File: config.mk
export PLATFORM = sky130hd
export DESIGN_NAME = class_hvec_search
export DESIGN_NICKNAME = d
export VERILOG_FILES = /design/src/rtl/class_hvec_search.sv
export SDC_FILE = /design/constraint.sdc
export NUM_CORES = 1
export LEC_CHECK = 0
export CAP_MARGIN = 0
export CORE_ASPECT_RATIO = 0.5
export CORE_UTILIZATION = 55
export CTS_BUF_LIST = sky130_fd_sc_hd__clkbuf_16
export CTS_CLUSTER_SIZE = 28
export DETAILED_ROUTE_END_ITERATION = 10
export PLACE_DENSITY = 0.82
export SLEW_MARGIN = 5
export SYNTH_ARGS = -nofsm -noshare
export SYNTH_HDL_FRONTEND = slang
export SYNTH_SLANG_ARGS = --single-unit
export TNS_END_PERCENT = 5
File: constraint.sdc
create_clock -name clk -period 9.97 [get_ports clk]
set_input_delay 1.994 -clock clk [delete_from_list [all_inputs] [get_ports clk]]
set_output_delay 1.994 -clock clk [all_outputs]
set_load 0.1 [all_outputs]
File: src/rtl/class_hvec_search.sv
// Associative search of a buffered query hypervector against the class memory; returns the min-Hamming class.
// Optional CLASS_HVEC_SEARCH_EARLY_EXIT_EN abandons a class once its partial distance cannot beat the best.
module class_hvec_search #(
    parameter int DI_PARALLEL_W_BITS = 64,
    parameter int N_CLASSES          = 8,
    parameter int N_FRAMES           = 3,
    parameter int CLASS_ID_W         = 3,
    parameter int FRAME_IDX_W        = 2,
    parameter int DIST_W             = 8
) (
    input  logic                          clk,
    input  logic                          rst_n,
    input  logic                          query_valid,
    output logic                          query_ready,
    input  logic [DI_PARALLEL_W_BITS-1:0] query_data,
    output logic [CLASS_ID_W-1:0]         frame_id,
    output logic [FRAME_IDX_W-1:0]        frame_index,
    input  logic [DI_PARALLEL_W_BITS-1:0] class_vec_in,
    output logic                          result_valid,
    input  logic                          result_ready,
    output logic [CLASS_ID_W-1:0]         result_class,
    output logic [DIST_W-1:0]             result_dist,
    output logic                          busy
);

    typedef enum logic [1:0] {S_LOAD, S_SEARCH, S_DONE} state_t;

    localparam logic [FRAME_IDX_W-1:0] LAST_FRM = FRAME_IDX_W'(N_FRAMES - 1);
    localparam logic [CLASS_ID_W-1:0]  LAST_CLS = CLASS_ID_W'(N_CLASSES - 1);

    state_t                          state_q, state_d;
    logic [DI_PARALLEL_W_BITS-1:0]   qbuf_q [N_FRAMES];
    logic [DI_PARALLEL_W_BITS-1:0]   qbuf_d [N_FRAMES];
    logic [FRAME_IDX_W-1:0]          load_cnt_q, load_cnt_d;
    logic [FRAME_IDX_W-1:0]          frm_q, frm_d;
    logic [CLASS_ID_W-1:0]           cls_q, cls_d;
    logic [CLASS_ID_W-1:0]           best_class_q, best_class_d;
    logic [DIST_W-1:0]               acc_q, acc_d;
    logic [DIST_W-1:0]               best_dist_q, best_dist_d;

    logic [DI_PARALLEL_W_BITS-1:0]   cur_q;
    logic [DI_PARALLEL_W_BITS-1:0]   diff;
    logic [DIST_W-1:0]               pc;
    logic [DIST_W-1:0]               sum;
    logic                            last_frm;
    logic                            end_class;

    always_comb begin
        cur_q = '0;
        for (int i = 0; i < N_FRAMES; i++) begin
            if (frm_q == FRAME_IDX_W'(i)) cur_q = qbuf_q[i];
        end
        diff = cur_q ^ class_vec_in;
        pc   = '0;
        for (int i = 0; i < DI_PARALLEL_W_BITS; i++) begin
            pc = pc + DIST_W'(diff[i]);
        end
        sum      = acc_q + pc;
        last_frm = (frm_q == LAST_FRM);
`ifdef CLASS_HVEC_SEARCH_EARLY_EXIT_EN
        end_class = last_frm || (sum >= best_dist_q);
`else
        end_class = last_frm;
`endif
    end

    always_comb begin
        state_d      = state_q;
        qbuf_d       = qbuf_q;
        load_cnt_d   = load_cnt_q;
        frm_d        = frm_q;
        cls_d        = cls_q;
        acc_d        = acc_q;
        best_dist_d  = best_dist_q;
        best_class_d = best_class_q;
        case (state_q)
            S_LOAD: begin
                if (query_valid) begin
                    for (int i = 0; i < N_FRAMES; i++) begin
                        if (load_cnt_q == FRAME_IDX_W'(i)) qbuf_d[i] = query_data;
                    end
                    if (load_cnt_q == LAST_FRM) begin
                        state_d      = S_SEARCH;
                        load_cnt_d   = '0;
                        cls_d        = '0;
                        frm_d        = '0;
                        acc_d        = '0;
                        best_dist_d  = '1;
                        best_class_d = '0;
                    end else begin
                        load_cnt_d = load_cnt_q + 1'b1;
                    end
                end
            end
            S_SEARCH: begin
                // Strict compare keeps the lower class index on ties.
                if (last_frm && (sum < best_dist_q)) begin
                    best_dist_d  = sum;
                    best_class_d = cls_q;
                end
                if (end_class) begin
                    acc_d = '0;
                    frm_d = '0;
                    if (cls_q == LAST_CLS) state_d = S_DONE;
                    else                   cls_d   = cls_q + 1'b1;
                end else begin
                    acc_d = sum;
                    frm_d = frm_q + 1'b1;
                end
            end
            S_DONE: begin
                if (result_ready) state_d = S_LOAD;
            end
            default: state_d = S_LOAD;
        endcase
    end

    always_ff @(posedge clk or negedge rst_n) begin
        if (!rst_n) begin
            state_q      <= S_LOAD;
            load_cnt_q   <= '0;
            frm_q        <= '0;
            cls_q        <= '0;
            acc_q        <= '0;
            best_dist_q  <= '0;
            best_class_q <= '0;
        end else begin
            state_q      <= state_d;
            load_cnt_q   <= load_cnt_d;
            frm_q        <= frm_d;
            cls_q        <= cls_d;
            acc_q        <= acc_d;
            best_dist_q  <= best_dist_d;
            best_class_q <= best_class_d;
        end
    end

    // Query buffer content is don't-care after reset, so it carries no reset.
    always_ff @(posedge clk) begin
        qbuf_q <= qbuf_d;
    end

    assign query_ready  = (state_q == S_LOAD);
    assign busy         = (state_q == S_SEARCH) || (state_q == S_DONE);
    assign result_valid = (state_q == S_DONE);
    assign result_class = (state_q == S_DONE) ? best_class_q : '0;
    assign result_dist  = (state_q == S_DONE) ? best_dist_q  : '0;
    assign frame_id     = (state_q == S_SEARCH) ? cls_q : '0;
    assign frame_index  = (state_q == S_SEARCH) ? frm_q : '0;

endmodule

==> run summary <==
Status - finished, final reports clean
Total Routing Usage GR - 23.5%
Fin Clk Skew - 0.0103 ns
CP startpoint kind - input pin
Post-synth ARST share - 12.7%
Max cap viols - 0
Detailed-placement wirelength estimate - 16,400 um
Top cells by count, synth - edfxtp_1, mux2i_1, xnor2_1
Count leader, synth - edfxtp_1
Total grt overflow - 0
Worst min-delay path class - flop to flop
Syn avg cell area - 14.1 um2
Crit path capture type - flop
Final Routed Wirelength - 23,700 um
Gate Count Post-Synth - 787
Yosys top cell area share - 52.1%
Worst skew pair latency - 0.50 ns
CTS clk-pin slew, worst paths - 0.07 ns
RSZ-0062 raised after global routing - false
Max_slew headroom - 34.7%
Final period util - 96.0%
Yosys warnings - 0
Yosys cell types - 49
First drt pass iteration count - 5
Initial core utilization - 56.5%
Via/cell ratio - 5.43
Post_cts resized - 0
Num ports - 151
CP required - 10.36 ns
First-pass GRT wire length - 36,700 um
Port bufs - 150
Site Rows - 36
CTS tree - done
Primary FF master, synth - edfxtp_1
WS Path Type - input pin to flop
Layout cells sized above 1 - 6.69%
Iter 0 DRT Violations - 377
Final hold vios - 0
Num CTS Buffers - 20
Final setup vio count - 0
ANT nets after route - 0
Drt wl/cell - 19.4 um
Clock buffer depth - 3
Area leader, netlist - edfxtp_1
Fin area - 0.0136 mm2
Postcts setup bufs - 0
Crit path time final - 9.57 ns
Root Buffer - clkbuf_16
RePlAce Congestion - 0.831
Max Freq - 105 MHz
Largest net degree at the start of global routing - 66
Flops & latches, synth - 220
Post-CTS Hold Buffers - 0
Antenna violations before repair - 1
Die X - 203 um
Number of synthesized flops with an enable pin - 192
Max-slew violation count - 0
CP Max Fanout - 14
Die H - 102 um
Via count - 6,652
Worst Tran Pin Value - 0.976 ns
Seq/Total Area, Yosys - 58.4%
Core Region - 0.0196 mm2
Fill cell count - 1,334
H-tree lvl count - 1
Sink Count - 220
Die area - 0.0207 mm2
Syn-to-layout area delta - 22.6%
Top post-synthesis cells by area - edfxtp_1, fa_1, dfrtp_1
Final #Nets - 1,169
Dpl cell area - 0.0129 mm2
Syn_nets - 1,011
Mapped cell area - 0.0111 mm2
Setup TNS - 0 ns
DRC viols - 0
Critical Path AT - 9.95 ns
Vias in the first global route - 6,777
## registers in the layout, summed over array words and instances (netlist names)
| name | count |
|---|---|
| best_class_q | 3 |
| load_cnt_q | 2 |
| qbuf_q | 192 |
| frm_q | 2 |
| state_q | 2 |
| best_dist_q | 8 |
| cls_q | 3 |
| acc_q | 8 |
## layout make-up
cell class                      instances  area (um2)  share of cell area [%]
Tap cell                              266         333                    2.45
Timing Repair Buffer                  165        1640                    12.1
Inverter                               60         225                    1.66
Clock buffer                           21         526                    3.87
Antenna cell                            1        2.50                  0.0184
Clock inverter                         13         111                   0.820
Multi-Input combinational cell        478        4270                    31.4
Sequential cell                       220        6470                    47.7
## final timing paths
kind / start / end / slack [ns] / depth (start not counted)
setup / recovery: class_vec_in[26] / best_dist_q[5] / 0.40 / 25
hold / removal: acc_q[5] / acc_q[5] / 0.52 / 1
setup reg to reg: frm_q[0] / best_dist_q[5] / 0.87 / 26
hold reg to reg: acc_q[5] / acc_q[5] / 0.52 / 1
max in group asynchronous: rst_n / frm_q[1] / 7.80 / 2
min in group asynchronous: rst_n / best_dist_q[3] / 1.87 / 2
## stage by stage
step | utilization, % | worst slack (ns) | hold WS [ns] | instances
after global placement | 66.0 | 0.0963 | 0.501 | 1189
after global routing | 69.3 | 0.106 | 0.549 | 1224
after CTS | 69.3 | 0.384 | 0.521 | 1223
final | 69.3 | 0.402 | 0.518 | 1224
after floorplan | - | 0.737 | 0.456 | 787
after detailed placement | 66.0 | -0.146 | 0.501 | 1189
## critical path, cell delays in order
cell             delay (ns)
clkdlybuf4s50_1        0.46
xnor2_1                0.18
fa_1                   0.56
inv_1                  0.06
fa_1                   0.54
inv_1                  0.08
fa_1                   0.51
fa_1                   0.53
fa_1                   0.53
fa_1                   0.56
inv_1                  0.06
fa_1                   0.50
fa_1                   0.52
fa_1                   0.47
fa_1                   0.47
nor2b_4                0.15
o31ai_2                0.07
nor4bb_1               0.13
or3_4                  0.39
ha_1                   0.28
o211ai_1               0.09
o31ai_2                0.24
buf_4                  0.22
a21oi_2                0.11
o22a_1                 0.24
## per-layer routing
| layer | routed length, um | up-vias | global-route usage (%) |
|---|---|---|---|
| met4 | 474 | 0 | 5.09 |
| li1 | - | 3096 | - |
| met1 | 10200 | 3317 | 31.5 |
| met5 | 0 | - | 0 |
| met3 | 1450 | 34 | 4.43 |
| met2 | 11600 | 205 | 40.6 |
## placed cells by master, fill, tap and decap left out, types with 2 or more instances in the layout
cell / count
nor2_1: 43
dfrtp_4: 2
xnor2_1: 64
o211ai_1: 5
dfrtp_1: 26
clkinv_2: 5
o21a_1: 3
buf_12: 2
fa_1: 56
a21oi_2: 2
nand2b_1: 4
clkbuf_16: 21
nor2b_1: 3
a21oi_1: 42
a22o_1: 7
nor2b_2: 2
edfxtp_1: 192
nand2_1: 36
a21o_1: 2
nand3b_1: 13
a311oi_1: 2
nor3_1: 2
inv_1: 62
buf_4: 13
mux2_2: 2
mux2i_1: 64
clkinv_1: 3
bufinv_16: 2
xor2_1: 6
nand3_1: 6
and2_1: 18
ha_1: 36
clkdlybuf4s50_1: 150
o22a_1: 5
o31ai_2: 2
o21ai_0: 34
## cell families (layout without fill, tap and decap cells)
family                   count (synthesis)  in the layout  synth area share [%]
flip-flops                             220            220                  58.4
AND/OR/NAND/NOR                        136            136                  6.20
AO/OA/AOI/OAI                          114            114                  6.43
adder cells (fa/ha/maj)                 92             92                  14.2
buffers and inverters                   89            259                  3.24
XOR/XNOR                                70             70                  5.54
multiplexers                            66             66                  5.99
other                                    0              1                     0
Power is not shown: default switching activity piles up to over one toggle a cycle in this logic, so the estimate is an artifact.
